==> src/rtl/rv_mem_arb_if.sv <==
// Bus bundle between the two requesters (LSU, IFU), the arbiter and the RAM port.
// The arbiter uses the slave modport; requesters and the RAM side use master.
interface rv_mem_arb_if #(
  parameter int XLEN = 32
);
  logic              m0_req_i;
  logic              m0_we_i;
  logic [XLEN/8-1:0] m0_be_i;
  logic [XLEN-1:0]   m0_addr_i;
  logic [XLEN-1:0]   m0_wdata_i;
  logic              m0_gnt_o;
  logic              m0_rvalid_o;
  logic [XLEN-1:0]   m0_rdata_o;
  logic              m0_err_o;

  logic              m1_req_i;
  logic              m1_we_i;
  logic [XLEN/8-1:0] m1_be_i;
  logic [XLEN-1:0]   m1_addr_i;
  logic [XLEN-1:0]   m1_wdata_i;
  logic              m1_gnt_o;
  logic              m1_rvalid_o;
  logic [XLEN-1:0]   m1_rdata_o;
  logic              m1_err_o;

  logic              mem_req_o;
  logic              mem_we_o;
  logic [XLEN/8-1:0] mem_be_o;
  logic [XLEN-1:0]   mem_addr_o;
  logic [XLEN-1:0]   mem_wdata_o;
  logic              mem_rvalid_i;
  logic [XLEN-1:0]   mem_rdata_i;

  modport slave (
    input  m0_req_i, m0_we_i, m0_be_i, m0_addr_i, m0_wdata_i,
    output m0_gnt_o, m0_rvalid_o, m0_rdata_o, m0_err_o,
    input  m1_req_i, m1_we_i, m1_be_i, m1_addr_i, m1_wdata_i,
    output m1_gnt_o, m1_rvalid_o, m1_rdata_o, m1_err_o,
    output mem_req_o, mem_we_o, mem_be_o, mem_addr_o, mem_wdata_o,
    input  mem_rvalid_i, mem_rdata_i
  );

  modport master (
    output m0_req_i, m0_we_i, m0_be_i, m0_addr_i, m0_wdata_i,
    input  m0_gnt_o, m0_rvalid_o, m0_rdata_o, m0_err_o,
    output m1_req_i, m1_we_i, m1_be_i, m1_addr_i, m1_wdata_i,
    input  m1_gnt_o, m1_rvalid_o, m1_rdata_o, m1_err_o,
    input  mem_req_o, mem_we_o, mem_be_o, mem_addr_o, mem_wdata_o,
    output mem_rvalid_i, mem_rdata_i
  );
endinterface

==> src/rtl/rv_mem_arb.sv <==
// Two-master arbiter for the rv_ram data port with per-transaction watchdog.
// Define RV_ARB_RR_EN for round-robin tie-breaking; default is fixed priority (m0 wins).
module rv_mem_arb #(
  parameter int XLEN    = 32,
  parameter int TIMEOUT = 64
) (
  input  logic            clk_i,
  input  logic            arstn_i,
  rv_mem_arb_if.slave     bus
);
  localparam int BW = XLEN / 8;
  localparam int CW = $clog2(TIMEOUT + 1);
  localparam logic [CW-1:0] CNT_LAST = CW'(TIMEOUT - 1);
  localparam logic [CW-1:0] CNT_MAX  = CW'(TIMEOUT);

  typedef enum logic [1:0] {
    IDLE    = 2'd0,
    BUSY    = 2'd1,
    RELEASE = 2'd2
  } state_t;

  state_t                  r_state;
  logic [CW-1:0]           r_cnt;
  logic                    r_owner;
  logic                    r_mem_req;
  logic                    r_mem_we;
  logic [BW-1:0]           r_mem_be;
  logic [XLEN-1:0]         r_mem_addr;
  logic [XLEN-1:0]         r_mem_wdata;
  logic [1:0]              r_rvalid;
  logic [1:0]              r_err;
  logic [1:0][XLEN-1:0]    r_rdata;

  logic [1:0]              w_req;
  logic [1:0]              w_we;
  logic [1:0][BW-1:0]      w_be;
  logic [1:0][XLEN-1:0]    w_addr;
  logic [1:0][XLEN-1:0]    w_wdata;
  logic                    w_sel;
  logic                    w_gnt_en;
  logic [1:0]              w_gnt;

  assign w_req   = {bus.m1_req_i, bus.m0_req_i};
  assign w_we    = {bus.m1_we_i, bus.m0_we_i};
  assign w_be    = {bus.m1_be_i, bus.m0_be_i};
  assign w_addr  = {bus.m1_addr_i, bus.m0_addr_i};
  assign w_wdata = {bus.m1_wdata_i, bus.m0_wdata_i};

`ifdef RV_ARB_RR_EN
  logic r_last;
  // On a tie, prefer whichever master did not win last time.
  assign w_sel = w_req[1] & (~w_req[0] | ~r_last);
`else
  assign w_sel = w_req[1] & ~w_req[0];
`endif

  // Grant is only ever offered from IDLE, and never while reset is applied.
  assign w_gnt_en = (r_state == IDLE) && (|w_req) && arstn_i;
  assign w_gnt[0] = w_gnt_en & ~w_sel;
  assign w_gnt[1] = w_gnt_en &  w_sel;

  always_ff @(posedge clk_i or negedge arstn_i) begin
    if (!arstn_i) begin
      r_state     <= IDLE;
      r_cnt       <= '0;
      r_owner     <= 1'b0;
      r_mem_req   <= 1'b0;
      r_mem_we    <= 1'b0;
      r_mem_be    <= '0;
      r_mem_addr  <= '0;
      r_mem_wdata <= '0;
      r_rvalid    <= '0;
      r_err       <= '0;
      r_rdata     <= '0;
`ifdef RV_ARB_RR_EN
      r_last      <= 1'b1;
`endif
    end else begin
      r_rvalid <= '0;
      r_err    <= '0;
      r_rdata  <= '0;
      case (r_state)
        IDLE: begin
          if (|w_req) begin
            r_owner     <= w_sel;
            r_mem_req   <= 1'b1;
            r_mem_we    <= w_we[w_sel];
            r_mem_be    <= w_be[w_sel];
            r_mem_addr  <= w_addr[w_sel];
            r_mem_wdata <= w_wdata[w_sel];
            r_cnt       <= '0;
            r_state     <= BUSY;
`ifdef RV_ARB_RR_EN
            r_last      <= w_sel;
`endif
          end
        end
        BUSY: begin
          if (r_cnt != CNT_MAX) begin
            r_cnt <= r_cnt + 1'b1;
          end
          if (bus.mem_rvalid_i) begin
            r_rvalid[r_owner] <= 1'b1;
            // Write completions report zero data.
            r_rdata[r_owner]  <= r_mem_we ? '0 : bus.mem_rdata_i;
            r_mem_req         <= 1'b0;
            r_state           <= RELEASE;
          end else if (r_cnt == CNT_LAST) begin
            r_rvalid[r_owner] <= 1'b1;
            r_err[r_owner]    <= 1'b1;
            r_mem_req         <= 1'b0;
            r_state           <= RELEASE;
          end
        end
        RELEASE: begin
          // One idle cycle with mem_req low so the RAM flushes its latency chain.
          r_state <= IDLE;
        end
        default: begin
          r_state   <= IDLE;
          r_mem_req <= 1'b0;
        end
      endcase
    end
  end

  assign bus.m0_gnt_o    = w_gnt[0];
  assign bus.m1_gnt_o    = w_gnt[1];
  assign bus.m0_rvalid_o = r_rvalid[0];
  assign bus.m1_rvalid_o = r_rvalid[1];
  assign bus.m0_rdata_o  = r_rdata[0];
  assign bus.m1_rdata_o  = r_rdata[1];
  assign bus.m0_err_o    = r_err[0];
  assign bus.m1_err_o    = r_err[1];

  assign bus.mem_req_o   = r_mem_req;
  assign bus.mem_we_o    = r_mem_we;
  assign bus.mem_be_o    = r_mem_be;
  assign bus.mem_addr_o  = r_mem_addr;
  assign bus.mem_wdata_o = r_mem_wdata;
endmodule

==> src/flat_wrapper.sv <==
// flat-port wrapper written by rule: the top's interface ports become plain ports
module rv_mem_arb_flat 
#(
  parameter int XLEN    = 32,
  parameter int TIMEOUT = 64
)
  (clk_i, arstn_i, bus_m0_req_i, bus_m0_we_i, bus_m0_be_i, bus_m0_addr_i, bus_m0_wdata_i, bus_m0_gnt_o, bus_m0_rvalid_o, bus_m0_rdata_o, bus_m0_err_o, bus_m1_req_i, bus_m1_we_i, bus_m1_be_i, bus_m1_addr_i, bus_m1_wdata_i, bus_m1_gnt_o, bus_m1_rvalid_o, bus_m1_rdata_o, bus_m1_err_o, bus_mem_req_o, bus_mem_we_o, bus_mem_be_o, bus_mem_addr_o, bus_mem_wdata_o, bus_mem_rvalid_i, bus_mem_rdata_i);
  rv_mem_arb_if #(.XLEN(XLEN)) bus_i ();
  input  logic clk_i;
  input  logic arstn_i;
  input wire logic [$bits(bus_i.m0_req_i)-1:0] bus_m0_req_i;
  input wire logic [$bits(bus_i.m0_we_i)-1:0] bus_m0_we_i;
  input wire logic [$bits(bus_i.m0_be_i)-1:0] bus_m0_be_i;
  input wire logic [$bits(bus_i.m0_addr_i)-1:0] bus_m0_addr_i;
  input wire logic [$bits(bus_i.m0_wdata_i)-1:0] bus_m0_wdata_i;
  output wire logic [$bits(bus_i.m0_gnt_o)-1:0] bus_m0_gnt_o;
  output wire logic [$bits(bus_i.m0_rvalid_o)-1:0] bus_m0_rvalid_o;
  output wire logic [$bits(bus_i.m0_rdata_o)-1:0] bus_m0_rdata_o;
  output wire logic [$bits(bus_i.m0_err_o)-1:0] bus_m0_err_o;
  input wire logic [$bits(bus_i.m1_req_i)-1:0] bus_m1_req_i;
  input wire logic [$bits(bus_i.m1_we_i)-1:0] bus_m1_we_i;
  input wire logic [$bits(bus_i.m1_be_i)-1:0] bus_m1_be_i;
  input wire logic [$bits(bus_i.m1_addr_i)-1:0] bus_m1_addr_i;
  input wire logic [$bits(bus_i.m1_wdata_i)-1:0] bus_m1_wdata_i;
  output wire logic [$bits(bus_i.m1_gnt_o)-1:0] bus_m1_gnt_o;
  output wire logic [$bits(bus_i.m1_rvalid_o)-1:0] bus_m1_rvalid_o;
  output wire logic [$bits(bus_i.m1_rdata_o)-1:0] bus_m1_rdata_o;
  output wire logic [$bits(bus_i.m1_err_o)-1:0] bus_m1_err_o;
  output wire logic [$bits(bus_i.mem_req_o)-1:0] bus_mem_req_o;
  output wire logic [$bits(bus_i.mem_we_o)-1:0] bus_mem_we_o;
  output wire logic [$bits(bus_i.mem_be_o)-1:0] bus_mem_be_o;
  output wire logic [$bits(bus_i.mem_addr_o)-1:0] bus_mem_addr_o;
  output wire logic [$bits(bus_i.mem_wdata_o)-1:0] bus_mem_wdata_o;
  input wire logic [$bits(bus_i.mem_rvalid_i)-1:0] bus_mem_rvalid_i;
  input wire logic [$bits(bus_i.mem_rdata_i)-1:0] bus_mem_rdata_i;
  assign bus_i.m0_req_i = bus_m0_req_i;
  assign bus_i.m0_we_i = bus_m0_we_i;
  assign bus_i.m0_be_i = bus_m0_be_i;
  assign bus_i.m0_addr_i = bus_m0_addr_i;
  assign bus_i.m0_wdata_i = bus_m0_wdata_i;
  assign bus_m0_gnt_o = bus_i.m0_gnt_o;
  assign bus_m0_rvalid_o = bus_i.m0_rvalid_o;
  assign bus_m0_rdata_o = bus_i.m0_rdata_o;
  assign bus_m0_err_o = bus_i.m0_err_o;
  assign bus_i.m1_req_i = bus_m1_req_i;
  assign bus_i.m1_we_i = bus_m1_we_i;
  assign bus_i.m1_be_i = bus_m1_be_i;
  assign bus_i.m1_addr_i = bus_m1_addr_i;
  assign bus_i.m1_wdata_i = bus_m1_wdata_i;
  assign bus_m1_gnt_o = bus_i.m1_gnt_o;
  assign bus_m1_rvalid_o = bus_i.m1_rvalid_o;
  assign bus_m1_rdata_o = bus_i.m1_rdata_o;
  assign bus_m1_err_o = bus_i.m1_err_o;
  assign bus_mem_req_o = bus_i.mem_req_o;
  assign bus_mem_we_o = bus_i.mem_we_o;
  assign bus_mem_be_o = bus_i.mem_be_o;
  assign bus_mem_addr_o = bus_i.mem_addr_o;
  assign bus_mem_wdata_o = bus_i.mem_wdata_o;
  assign bus_i.mem_rvalid_i = bus_mem_rvalid_i;
  assign bus_i.mem_rdata_i = bus_mem_rdata_i;
  rv_mem_arb #(.XLEN(XLEN), .TIMEOUT(TIMEOUT)) u_core (.clk_i(clk_i), .arstn_i(arstn_i), .bus(bus_i));
endmodule
==> config.mk <==
export PLATFORM = sky130hd
export DESIGN_NAME = rv_mem_arb_flat
export DESIGN_NICKNAME = d
export VERILOG_FILES = /design/src/rtl/rv_mem_arb_if.sv /design/src/rtl/rv_mem_arb.sv /design/src/flat_wrapper.sv
export SDC_FILE = /design/constraint.sdc
export NUM_CORES = 1
export LEC_CHECK = 0
export ABC_AREA = 1
export CORE_MARGIN = 2
export CORE_UTILIZATION = 43
export CTS_CLUSTER_SIZE = 16
export DETAILED_ROUTE_END_ITERATION = 12
export GPL_ROUTABILITY_DRIVEN = 0
export PLACE_DENSITY = 0.87
export SLEW_MARGIN = 20
export SYNTH_ARGS = -nofsm -noshare
export SYNTH_HDL_FRONTEND = slang
export SYNTH_SLANG_ARGS = --single-unit
==> constraint.sdc <==
create_clock -name clk_i -period 2.3 [get_ports clk_i]
set_input_delay 0.575 -clock clk_i [delete_from_list [all_inputs] [get_ports clk_i]]
set_output_delay 0.575 -clock clk_i [all_outputs]
set_load 0.1 [all_outputs]
==> qor.csv <==
metric,value,unit
Yosys cell types,24,
root buf cell,clkbuf_16,
worst min path class,input pin to async pin,
die width,122.0,µm
Fin Setup TNS,0,ps
first-pass GRT wire length,28.23,mm
detail-routed net length per standard cell,15.80,µm
drt pass-1 iters,4,
Sink Count,148,
core area,13720,µm²
initial antenna violation count,0,
synthesized flop and latch total,148,
die area,14900,µm²
vias in the first global route,5411,
final worst slack,154.0,ps
Tightest Pin Transition,751.9,ps
Via density,4.901,
H-tree levels,4,
Num CTS Buffers,17,
WS Path Type,register to output port,
dpl hpwl,13.29,mm
Routed WL,18.27,mm
Tcrit/Tclk final,93.31,%
max_slew headroom,49.87,%
crit path time final,2146,ps
number of I/O pins,315,
largest net degree at the start of global routing,149,
post-synth net total,829,
n_diodes,0,
Crit Reg-Reg Startpoint,u_core.r_state[1]$_DFFE_PN0P_,
RSZ-0062 raised after global routing,no,
std cell rows,43,
R2R Path End,u_core.bus.mem_addr_o[11]$_DFFE_PN0P_,
Power per Cell Area,1631,nW/µm²
footprint of the multi-input gates,1914,µm²
drt drc,0,
DRC marker count from the first detailed-route iteration,291,
clock transition at the registers of the reported paths,60,ps
Final Hold Viols,0,
sequential cell area,3704,µm²
R2R depth,7,
run status,completed,
share of the core filled with cells,69.75,%
max frequency,466.0,MHz
Placement Setup Slack,-89.96,ps
total track usage,24.94,%
Final setup violation count,0,
CP Capture Type,output port,
max cap viols,0,
Yosys warnings,0,
post-synthesis sequential area ratio,61.81,%
crit path DAT,1570,ps
Peak VDD IR,1.127,mV
"setup slack, reg-to-reg",650,ps
Overflow after GRT,0,
worst clock skew,8.217,ps
Initial Util,43.68,%
Die Ht,122.0,µm
area grow syn2layout,59.70,%
critical path peak fanout,4,
total number of vias,5665,
cells after synthesis,652,
clk_lat worst skew,410,ps
nets@finish,1140,
Netlist Area Pre-Place,5992,µm²
Max clock buf depth,2,
# port buffers,314,
Final Slew Violations,0,
TritonCTS clock tree,done,
Mapped Avg Cell Area,9.190,µm²
Routed Antenna Nets,0,
critical path launch point type,register,
Worst Hold Slack,312.6,ps
fill cell count,1035,
fraction of final layout cells sized beyond drive strength 1,20.59,%
Static Leak,4.619,nW
CP required,1730,ps
[critical path, cell delays in order, from the launching register on]
cell and delay, ps:
dfrtp_1 400, inv_2 70, nand2_1 90, nor2_4 150
inv_2 70, nor3_4 160, buf_12 200
[stage by stage]
| stage | cells | power, W | cell area [µm²] |
|---|---|---|---|
| 2_1_floorplan | 652 | 0.01079 | 6011 |
| 3_3_place_gp | 1123 | 0.01293 | 8992 |
| 3_5_place_dp | 1123 | 0.01303 | 8992 |
| 4_1_cts | 1156 | 0.01569 | 9569 |
| 5_1_grt | 1156 | 0.01625 | 9569 |
| 6_report | 1156 | 0.01560 | 9569 |
[registers in the layout, summed over array words and instances (netlist names)]
signal / count
u_core.bus.m0_rdata_o: 32
u_core.bus.m1_rdata_o: 32
u_core.bus.mem_addr_o: 32
u_core.bus.mem_wdata_o: 32
u_core.r_cnt: 7
u_core.bus.mem_be_o: 4
u_core.r_err: 2
u_core.r_rvalid: 2
u_core.r_state: 2
u_core.bus.mem_req_o: 1
u_core.bus.mem_we_o: 1
u_core.r_owner: 1
[worst max path at each step]
stage / depth (start not counted) / slack (ps) / end / start
floorplan: 5 / -90 / bus_m0_gnt_o / bus_m0_req_i
global placement: 6 / -50 / bus_m0_gnt_o / bus_m1_req_i
detailed placement: 6 / -90 / bus_m1_gnt_o / bus_m1_req_i
CTS: 6 / 90 / bus_m0_gnt_o / u_core.r_state[1]$_DFFE_PN0P_
global route: 6 / 40 / bus_m0_gnt_o / u_core.r_state[0]$_DFFE_PN0P_
finish: 6 / 150 / bus_m0_gnt_o / u_core.r_state[1]$_DFFE_PN0P_
[power by group]
group | switching [W] | internal [W] | total, W
registers | 0.000431 | 0.00339 | 0.00382
clock network | 0.00106 | 0.00155 | 0.00261
logic | 0.00730 | 0.00187 | 0.00917
total | 0.00879 | 0.00682 | 0.0156
[cells in the final DEF (no fill, tap or decap)]
master / synthesis / final
nor3b_1: 1 / 1
clkbuf_8: 0 / 2
nand2_1: 102 / 102
inv_1: 43 / 43
nand3_1: 12 / 12
o21ai_1: 76 / 76
nor3_4: 0 / 1
o21bai_1: 1 / 1
buf_12: 0 / 4
nor3_1: 65 / 64
xor2_1: 1 / 1
nor2_4: 1 / 3
dlygate4sd2_1: 0 / 2
clkbuf_16: 0 / 17
ha_1: 2 / 2
or2_2: 1 / 1
nand2_2: 3 / 3
clkinvlp_4: 0 / 4
bufinv_16: 0 / 1
clkinv_2: 1 / 2
buf_4: 1 / 155
dfrtp_1: 148 / 148
nor2_1: 82 / 80
o21ai_0: 67 / 67
clkinv_4: 0 / 2
buf_6: 6 / 1
clkbuf_1: 15 / 3
inv_2: 3 / 3
clkdlybuf4s50_1: 0 / 171
a21oi_1: 1 / 1
inv_6: 0 / 2
nand4_1: 1 / 1
[final cells by class]
class,count,share of cell area (%)
Inverter,47,1.857
Tap cell,180,2.354
Clock buffer,22,4.851
Timing Repair Buffer,333,31.18
Sequential cell,148,38.70
Clock inverter,10,1.046
Multi-Input combinational cell,416,20.01
[kinds of logic after synthesis]
group | share of synthesized area (%)
AND/OR/NAND/NOR | 18.79
flip-flops | 61.81
AO/OA/AOI/OAI | 12.15
buffers and inverters | 6.682
adder cells (fa/ha/maj) | 0.4176
XOR/XNOR | 0.1462
[cell usage after synthesis]
library cell	number	area share [%]
dfrtp_1	148	62
nand2_1	102	6.4
nor2_1	82	5.1
o21ai_1	76	6.3
o21ai_0	67	5.6
nor3_1	65	5.4
inv_1	43	2.7
buf_2	16	1.3
clkbuf_1	15	0.94
nand3_1	12	1.0
buf_6	6	1.1
buf_1	3	0.19
inv_2	3	0.19
nand2_2	3	0.31
ha_1	2	0.42
a21oi_1	1	0.083
buf_4	1	0.13
clkinv_2	1	0.083
nand4_1	1	0.10
nor2_4	1	0.19
nor3b_1	1	0.13
o21bai_1	1	0.13
or2_2	1	0.10
xor2_1	1	0.15
[layer usage]
| metal | up-vias | routed length, µm | global-route usage [%] |
|---|---|---|---|
| met1 | 2657 | 6664 | 28.56 |
| met2 | 236 | 9499 | 43.26 |
| li1 | 2744 | - | - |
| met4 | 0 | 482 | 8.980 |
| met3 | 28 | 1624 | 8.614 |
| met5 | - | 0 | 0 |
[repair_timing]
action / CTS / global route
setup buffers: 1 / 0
cloned: 0 / 0
setup endpoints to repair: 2 / 1
pin swaps: 2 / 1
gates resized for setup: 4 / 0
hold buffers: 0 / 0
Note: power is estimated with default switching activity, not from simulation.
